$ cat config.mk
export PLATFORM = sky130hd
export DESIGN_NAME = uart_rx_ctrl_flat
export DESIGN_NICKNAME = d
export VERILOG_FILES = /design/src/rtl/uart_rx_ctrl_if.sv /design/src/rtl/uart_rx_ctrl.sv /design/src/flat_wrapper.sv
export SDC_FILE = /design/constraint.sdc
export NUM_CORES = 1
export LEC_CHECK = 0
export ABC_AREA = 0
export CORE_ASPECT_RATIO = 0.9
export CORE_MARGIN = 5
export CORE_UTILIZATION = 49
export CTS_CLUSTER_SIZE = 24
export DETAILED_ROUTE_END_ITERATION = 7
export PLACE_DENSITY = 0.75
export SYNTH_ARGS = -nofsm -noshare
export SYNTH_HDL_FRONTEND = slang
export SYNTH_SLANG_ARGS = --single-unit
export TNS_END_PERCENT = 20
$ cat constraint.sdc
create_clock -name clk -period 1.56 [get_ports clk]
set_input_delay 0.234 -clock clk [delete_from_list [all_inputs] [get_ports clk]]
set_output_delay 0.234 -clock clk [all_outputs]
set_load 0.01 [all_outputs]
$ cat src/rtl/uart_rx_ctrl_if.sv
// uart_rx_ctrl_if: valid/ready channel carrying received words from uart_rx_ctrl
// to the APB-side receive logic.
interface uart_rx_ctrl_if #(
    parameter int DATA_BITS = 8
);
    logic [DATA_BITS-1:0] rd_data;
    logic                 rd_valid;
    logic                 rd_ready;

    modport master (
        output rd_data,
        output rd_valid,
        input  rd_ready
    );

    modport slave (
        input  rd_data,
        input  rd_valid,
        output rd_ready
    );
endinterface

$ cat src/rtl/uart_rx_ctrl.sv
// uart_rx_ctrl: UART receive sequencer (start/data/[parity]/stop sampling, word handoff).
// Define UART_RX_PARITY_EN to build the parity bit state and parity check.
module uart_rx_ctrl #(
    parameter int CLKS_PER_BIT = 16,
    parameter int DATA_BITS    = 8,
    parameter int PARITY_ODD   = 0
) (
    input  logic           clk,
    input  logic           arst,
    input  logic           rst,
    input  logic           start_edge,
    input  logic           rx_s,
    uart_rx_ctrl_if.master rd,
    output logic           busy,
    output logic           frame_err,
    output logic           parity_err,
    output logic           overrun
);
    localparam int HALF  = CLKS_PER_BIT / 2;
    localparam int CNT_W = $clog2(CLKS_PER_BIT);
    localparam int IDX_W = $clog2(DATA_BITS);

    localparam logic [CNT_W-1:0] CNT_HALF = CNT_W'(HALF - 1);
    localparam logic [CNT_W-1:0] CNT_BIT  = CNT_W'(CLKS_PER_BIT - 1);
    localparam logic [IDX_W-1:0] IDX_LAST = IDX_W'(DATA_BITS - 1);

    if (CLKS_PER_BIT < 4) begin : g_bad_clks
        $error("uart_rx_ctrl: CLKS_PER_BIT must be at least 4");
    end
    if (DATA_BITS < 5 || DATA_BITS > 8) begin : g_bad_bits
        $error("uart_rx_ctrl: DATA_BITS must be 5..8");
    end
    if (PARITY_ODD != 0 && PARITY_ODD != 1) begin : g_bad_par
        $error("uart_rx_ctrl: PARITY_ODD must be 0 or 1");
    end

    typedef enum logic [2:0] {
        IDLE,
        START,
        DATA,
        STOP,
        WAIT_IDLE
`ifdef UART_RX_PARITY_EN
        , PARITY
`endif
    } state_t;

    state_t               state;
    logic [CNT_W-1:0]     cnt;
    logic [IDX_W-1:0]     idx;
    logic [DATA_BITS-1:0] shreg;
    logic                 sample;

    assign sample = (cnt == '0);

`ifdef UART_RX_PARITY_EN
    localparam logic PAR_ODD_BIT = (PARITY_ODD != 0);
    logic par_acc;
    logic par_pend;
`else
    assign parity_err = 1'b0;
`endif

    always_ff @(posedge clk or negedge arst) begin
        if (!arst) begin
            state       <= IDLE;
            cnt         <= '0;
            idx         <= '0;
            shreg       <= '0;
            rd.rd_data  <= '0;
            rd.rd_valid <= 1'b0;
            busy        <= 1'b0;
            frame_err   <= 1'b0;
            overrun     <= 1'b0;
`ifdef UART_RX_PARITY_EN
            par_acc     <= 1'b0;
            par_pend    <= 1'b0;
            parity_err  <= 1'b0;
`endif
        end else if (rst) begin
            state       <= IDLE;
            cnt         <= '0;
            idx         <= '0;
            shreg       <= '0;
            rd.rd_data  <= '0;
            rd.rd_valid <= 1'b0;
            busy        <= 1'b0;
            frame_err   <= 1'b0;
            overrun     <= 1'b0;
`ifdef UART_RX_PARITY_EN
            par_acc     <= 1'b0;
            par_pend    <= 1'b0;
            parity_err  <= 1'b0;
`endif
        end else begin
            frame_err <= 1'b0;
            overrun   <= 1'b0;
`ifdef UART_RX_PARITY_EN
            parity_err <= 1'b0;
`endif
            // A load at stop completion below overrides this consume-clear.
            if (rd.rd_valid && rd.rd_ready) begin
                rd.rd_valid <= 1'b0;
            end

            if (state != IDLE && state != WAIT_IDLE) begin
                cnt <= sample ? CNT_BIT : cnt - 1'b1;
            end

            case (state)
                IDLE: begin
                    if (start_edge) begin
                        state <= START;
                        cnt   <= CNT_HALF;
                        busy  <= 1'b1;
                    end
                end

                START: begin
                    if (sample) begin
                        if (rx_s) begin
                            state <= IDLE;
                            busy  <= 1'b0;
                        end else begin
                            state <= DATA;
                            idx   <= '0;
`ifdef UART_RX_PARITY_EN
                            par_acc  <= 1'b0;
                            par_pend <= 1'b0;
`endif
                        end
                    end
                end

                DATA: begin
                    if (sample) begin
                        shreg <= {rx_s, shreg[DATA_BITS-1:1]};
`ifdef UART_RX_PARITY_EN
                        par_acc <= par_acc ^ rx_s;
`endif
                        if (idx == IDX_LAST) begin
`ifdef UART_RX_PARITY_EN
                            state <= PARITY;
`else
                            state <= STOP;
`endif
                        end else begin
                            idx <= idx + 1'b1;
                        end
                    end
                end

`ifdef UART_RX_PARITY_EN
                PARITY: begin
                    if (sample) begin
                        par_pend <= (rx_s != (par_acc ^ PAR_ODD_BIT));
                        state    <= STOP;
                    end
                end
`endif

                STOP: begin
                    if (sample) begin
                        if (rx_s) begin
                            state <= IDLE;
                            busy  <= 1'b0;
`ifdef UART_RX_PARITY_EN
                            parity_err <= par_pend;
`endif
                            if (rd.rd_valid && !rd.rd_ready) begin
                                overrun <= 1'b1;
                            end else begin
                                rd.rd_data  <= shreg;
                                rd.rd_valid <= 1'b1;
                            end
                        end else begin
                            frame_err <= 1'b1;
                            state     <= WAIT_IDLE;
                        end
                    end
                end

                WAIT_IDLE: begin
                    if (rx_s) begin
                        state <= IDLE;
                        busy  <= 1'b0;
                    end
                end

                default: begin
                    state <= IDLE;
                    busy  <= 1'b0;
                end
            endcase
        end
    end
endmodule

$ cat src/flat_wrapper.sv
// flat-port wrapper written by rule: the top's interface ports become plain ports
module uart_rx_ctrl_flat 
#(
    parameter int CLKS_PER_BIT = 16,
    parameter int DATA_BITS    = 8,
    parameter int PARITY_ODD   = 0
)
  (clk, arst, rst, start_edge, rx_s, busy, frame_err, parity_err, overrun, rd_rd_data, rd_rd_valid, rd_rd_ready);
  uart_rx_ctrl_if #(.DATA_BITS(DATA_BITS)) rd_i ();
  input  logic clk;
  input  logic arst;
  input  logic rst;
  input  logic start_edge;
  input  logic rx_s;
  output logic busy;
  output logic frame_err;
  output logic parity_err;
  output logic overrun;
  output wire logic [$bits(rd_i.rd_data)-1:0] rd_rd_data;
  output wire logic [$bits(rd_i.rd_valid)-1:0] rd_rd_valid;
  input wire logic [$bits(rd_i.rd_ready)-1:0] rd_rd_ready;
  assign rd_rd_data = rd_i.rd_data;
  assign rd_rd_valid = rd_i.rd_valid;
  assign rd_i.rd_ready = rd_rd_ready;
  uart_rx_ctrl #(.CLKS_PER_BIT(CLKS_PER_BIT), .DATA_BITS(DATA_BITS), .PARITY_ODD(PARITY_ODD)) u_core (.clk(clk), .arst(arst), .rst(rst), .start_edge(start_edge), .rx_s(rx_s), .rd(rd_i), .busy(busy), .frame_err(frame_err), .parity_err(parity_err), .overrun(overrun));
endmodule
[Yosys cells after proc, flatten, opt, wreduce, memory -nomap -nowiden]
Cells that the tools add are included.
Word-level totals
  input port bits: 6
  output and inout bits: 13
  logic and storage cells: 95
  flip-flop bits (word level): 30
Cells by class
  reduce and logical (&&, ||, !) cells: 18
  eq/ne operators: 17
  multiplexer cells: 49
  add/subtract/negate cells: 2
Operator list (number)
  two-way mux 8 bit: 8
  two-way mux 3 bit: 13
  two-way mux 4 bit: 5
  two-way mux 1 bit: 19
  inequality test 3 bit (second input constant): 5
  one-hot mux 3 bit (5 select lines): 1
  inequality test 3 x 2 -> 1 bit (second input constant): 4
  nonzero test 2 bit: 4
  == test 3 x 2 -> 1 bit (second input constant): 2
  == test 3 bit (second input constant): 2
  one-hot mux 3 bit (2 select lines): 1
  AND reduction 6 bit: 1
  nonzero test 3 bit: 2
  AND reduction 5 bit: 1
  zero test 4 bit: 1
  inequality test 2 bit (second input constant): 2
  one-hot mux 1 bit (4 select lines): 1
  AND reduction 4 bit: 1
  subtractor 4 x 1 -> 4 bit (second input constant): 1
  adder 3 x 1 -> 3 bit (second input constant): 1
  == test 3 x 1 -> 1 bit (second input constant): 1
  logical AND 1 bit: 3
  zero test 3 bit: 1
  inequality test 3 x 1 -> 1 bit (second input constant): 1
  5 further kinds: 5

[Longest topological paths before layout]
  depth after elaboration: 7
  depth in mapped cells: 6
  mapped depth without buffers: 5

[Worst setup path before layout]
Ideal clock, no wire load.
  path kind: reg2reg
  from: reg u_core.cnt[0]
  to: reg u_core.state[1]
  buffers on the path: 0
  stages on the path, launching flop included: 6
  data required time: 1.482 ns
  path slack: -0.052 ns
  data arrival time: 1.534 ns
  clock period less this slack: 1.612 ns
  setup time: 0.078 ns
  path through: dfrtp_1 > inv_1 > ha_1 > or3b_1 > or4_1 > a21oi_1
On the way
  word-level cells in the longest chain between the ends: 3
  elaborated cells between the ends (all ways): 5
  those cells by class: 3 x eq/ne; 2 x reduce/logical
Ends and longest elaborated chain
  start: declaration: RTL line uart_rx_ctrl.sv:49  | logic [CNT_W-1:0] cnt;
  start signal: assignment: RTL line uart_rx_ctrl.sv:107  | cnt <= sample ? CNT_BIT : cnt - 1'b1;
  zero test 4 bit *: RTL line uart_rx_ctrl.sv:54  | assign sample = (cnt == '0);
  inequality test 3 x 2 -> 1 bit (no line)
  AND reduction 6 bit (no line) *
  end signal: assignment: RTL line uart_rx_ctrl.sv:66  | state <= IDLE;
  end signal: assignment: RTL line uart_rx_ctrl.sv:81  | state <= IDLE;
  end signal: assignment: RTL line uart_rx_ctrl.sv:113  | state <= START;
  end: declaration: RTL line uart_rx_ctrl.sv:48  | state_t state;
Every way passes the cells marked *; elsewhere a longest branch is shown, timed or not.
A chain may end at the register's enable or synchronous reset.

[Worst setup path in the final report]
Ends and elaborated chain as after synthesis.

==> results.json <==
{
  "cp_max_fo": 4,
  "globalplace.congestion": 0.838,
  "clk-insertion-delay-late_ns": 0.33,
  "maxCapViolCount": 0,
  "violations": "negative setup slack",
  "grt_pass1_wl_um": 5450,
  "grt_setup_unrepaired": "true",
  "clock_path_buffers": 2,
  "status": "finished, violations left",
  "fmax_mhz": 617,
  "htree_levels": 2,
  "final_hold_viol_count": 0,
  "ant_nets": 0,
  "routedWlPerCell_um": 13.8,
  "rrSetupSlack_ns": -0.06,
  "grt-ovfl-total": 0,
  "combPwrFrac": 0.233,
  "first_pass_iters": 4,
  "cts_buffers": 5,
  "yosys.area.top_type_share": 0.503,
  "yosysWarnings": 0,
  "die_h_um": 62.3,
  "endpoint": "u_core.state[1]$_DFFE_PN0P_",
  "io_pins": 19,
  "crit_start": "u_core.cnt[0]$_DFF_PN0_",
  "start_util": 0.498,
  "vias": 1237,
  "final_util": 0.653,
  "fin_skew_ns": 0.00947,
  "antenna_found_initial": 0,
  "n_antenna_cell": 0,
  "die-width_um": 68.2,
  "ir_drop_mv": 0.429,
  "finalInstanceArea_um2": 1960,
  "tns_ns": -0.0726,
  "synth.area.top_cells": "dfrtp_1, mux2i_1, nand2_1",
  "p_leak_uw": 0.000808,
  "design.core.area_um2": 3000,
  "cp.required_ns": 1.77,
  "cpMaxStageDelayCell": "dfrtp_1",
  "period_needed_ns": 1.62,
  "swShare": 0.294,
  "fin_nets": 195,
  "synth-seq-cells": 30,
  "cp_cell_sequence": "inv_2, ha_4, or3b_4, buf_4, o21ai_0, a21oi_2",
  "finalSetupViolations": 5,
  "final_cells": 229,
  "timing.rr.start": "u_core.cnt[0]$_DFF_PN0_",
  "hold_class": "input port to async pin",
  "syn_nets": 164,
  "n_fill_cell": 262,
  "synthesis.area_um2": 1490,
  "avgSynthCellArea_um2": 9.62,
  "clk_pin_slew_ns": 0.10,
  "cts_sinks": 30,
  "power_switching_uw": 513,
  "cp_data_arrival_time_ns": 1.83,
  "dp_slack_ns": -0.133,
  "wl_um": 3170,
  "track_usage": 0.170,
  "grt_pass1_vias": 1210,
  "crit_type": "flop to flop",
  "grt_start_max_net_pins": 31,
  "synth_top_cell_by_area": "dfrtp_1",
  "drcViolationCount": 0,
  "critPathMaxStageDelay_ns": 0.40,
  "cellPowerDensity_nw_per_um2": 892,
  "root_buffer": "clkbuf_4",
  "placed_area_um2": 1810,
  "p_clk_frac": 0.278,
  "layout_setup_ws_ns": -0.0612,
  "final_layout_size_suffix_gt1_frac": 0.241,
  "r2r_cells": 6,
  "p_int_uw": 1230,
  "cts_tree": "built",
  "r2r-end": "u_core.state[1]$_DFFE_PN0P_",
  "fp.dieArea_um2": 4250,
  "seqPwrFrac": 0.489,
  "drtIter0Drc": 47,
  "dp_hpwl_um": 2250,
  "port_buffers": 17,
  "cp-start-kind": "flop",
  "end_kind": "flop",
  "via_per_inst": 5.40,
  "rows": 19,
  "synth_seq_area_share": 0.503,
  "syn_to_final_growth_pct": 31.1,
  "dp_cells": 218,
  "synth_cell_types": 38,
  "slew_viol_final": 0,
  "syn_inst": 155,
  "period_share": 1.04
}
worst max-delay path, delay by kind of cell (launching register included):
| kind | cells | cell delay [ns] |
|---|---|---|
| buffers and inverters | 2 | 0.22 |
| flip-flops | 1 | 0.40 |
| AND/OR/NAND/NOR | 1 | 0.38 |
| adder cells (fa/ha/maj) | 1 | 0.14 |
| AO/OA/AOI/OAI | 2 | 0.37 |
metrics by stage:
step | total power [uW] | hold WS (ns)
floorplan | 1070 | -0.0616
global placement | 1190 | 0.518
detailed placement | 1210 | 0.525
CTS | 1730 | 0.290
global route | 1860 | 0.305
finish | 1740 | 0.279
worst min-delay path by stage:
stage                                                start                                to  slack, ns  depth (start not counted)
after global routing                                  arst         u_core.idx[2]$_DFFE_PN0P_       0.30                          2
after floorplan                                       arst           u_core.busy$_DFFE_PN0P_      -0.06                          0
after global placement           u_core.idx[1]$_DFFE_PN0P_         u_core.idx[1]$_DFFE_PN0P_       0.52                          1
after detailed placement  u_core.rd.rd_data[5]$_DFFE_PN0P_  u_core.rd.rd_data[5]$_DFFE_PN0P_       0.52                          2
final                                                 arst         u_core.idx[2]$_DFFE_PN0P_       0.28                          2
after CTS                                             arst         u_core.idx[2]$_DFFE_PN0P_       0.29                          2
metal layers:
layer  up-vias  global-route usage  share of wire
met5         -                   0              0
met1       592               0.217           0.46
met4         0              0.0521          0.015
li1        610                   -              -
met2        28               0.265           0.47
met3         7              0.0631          0.051
placed cells by master (no fill, tap or decap), drive strengths merged, types with 2 or more instances in the layout:
cell,count
a211oi,3
a21oi,11
a22o,2
a32o,3
buf,20
clkbuf,6
clkdlybuf4s50,17
clkinv,2
dfrtp,30
ha,3
inv,7
mux2i,8
nand2,20
nand2b,2
nand3,9
nor2,5
nor2b,2
nor3,5
nor3b,3
o21ai,11
final cells by class:
class | instances | area [um2] | area share
tap | 42 | 52.6 | 0.0269
inverter | 8 | 30.0 | 0.0154
clock buffer | 6 | 51.3 | 0.0262
clock inverter | 2 | 12.5 | 0.00640
sequential | 30 | 751 | 0.384
multi-input combinational | 104 | 726 | 0.371
timing repair buffer | 37 | 333 | 0.170
power groups by stage:
stage / registers, uW / logic, uW / clock network [uW]
floorplan: 851 / 216 / 0
global placement: 858 / 334 / 0
detailed placement: 860 / 347 / 0
CTS: 850 / 375 / 501
global route: 859 / 447 / 554
finish: 852 / 406 / 485
cells in the mapped netlist (all sizes together):
cell type	number
dfrtp	30
nand2	20
a21oi	11
o21ai	11
nand3	9
clkbuf	8
mux2i	8
inv	7
buf	5
nor2	5
nor3	5
a211oi	3
a32o	3
ha	3
nor3b	3
a22o	2
nand2b	2
nor2b	2
a2111oi	1
a311oi	1
a31oi	1
and3	1
and4	1
and4b	1
clkinv	1
conb	1
nand4	1
nor4b	1
o2111ai	1
o21bai	1
o32ai	1
or2	1
or3b	1
or4	1
or4b	1
xnor2	1
sequential cells by signal, indices dropped and copies added, names as in the netlist:
signal	count
u_core.busy	1
u_core.cnt	4
u_core.frame_err	1
u_core.idx	3
u_core.overrun	1
u_core.rd.rd_data	8
u_core.rd.rd_valid	1
u_core.shreg	8
u_core.state	3
kinds of logic (layout without fill, tap and decap cells):
kind of cell	after synthesis	after routing	synth area share
other cells	1	1	0.00251
mux	8	8	0.0537
fa+ha+maj	3	3	0.0252
xor+xnor	1	1	0.00587
buf+inv	21	53	0.0604
simple gates	55	55	0.195
flops	30	30	0.503
compound gates	36	36	0.154
timing repair:
| action | 4_1_cts | 5_1_grt |
|---|---|---|
| endpoints found under the setup margin | 20 | 22 |
| hold buffers | 0 | 0 |
| buffers inserted | 1 | 2 |
| hold endpoints to repair | 0 | 0 |
| resized for setup | 5 | 9 |
| pin swaps | 0 | 3 |
Note: power is estimated with default switching activity, not from simulation.
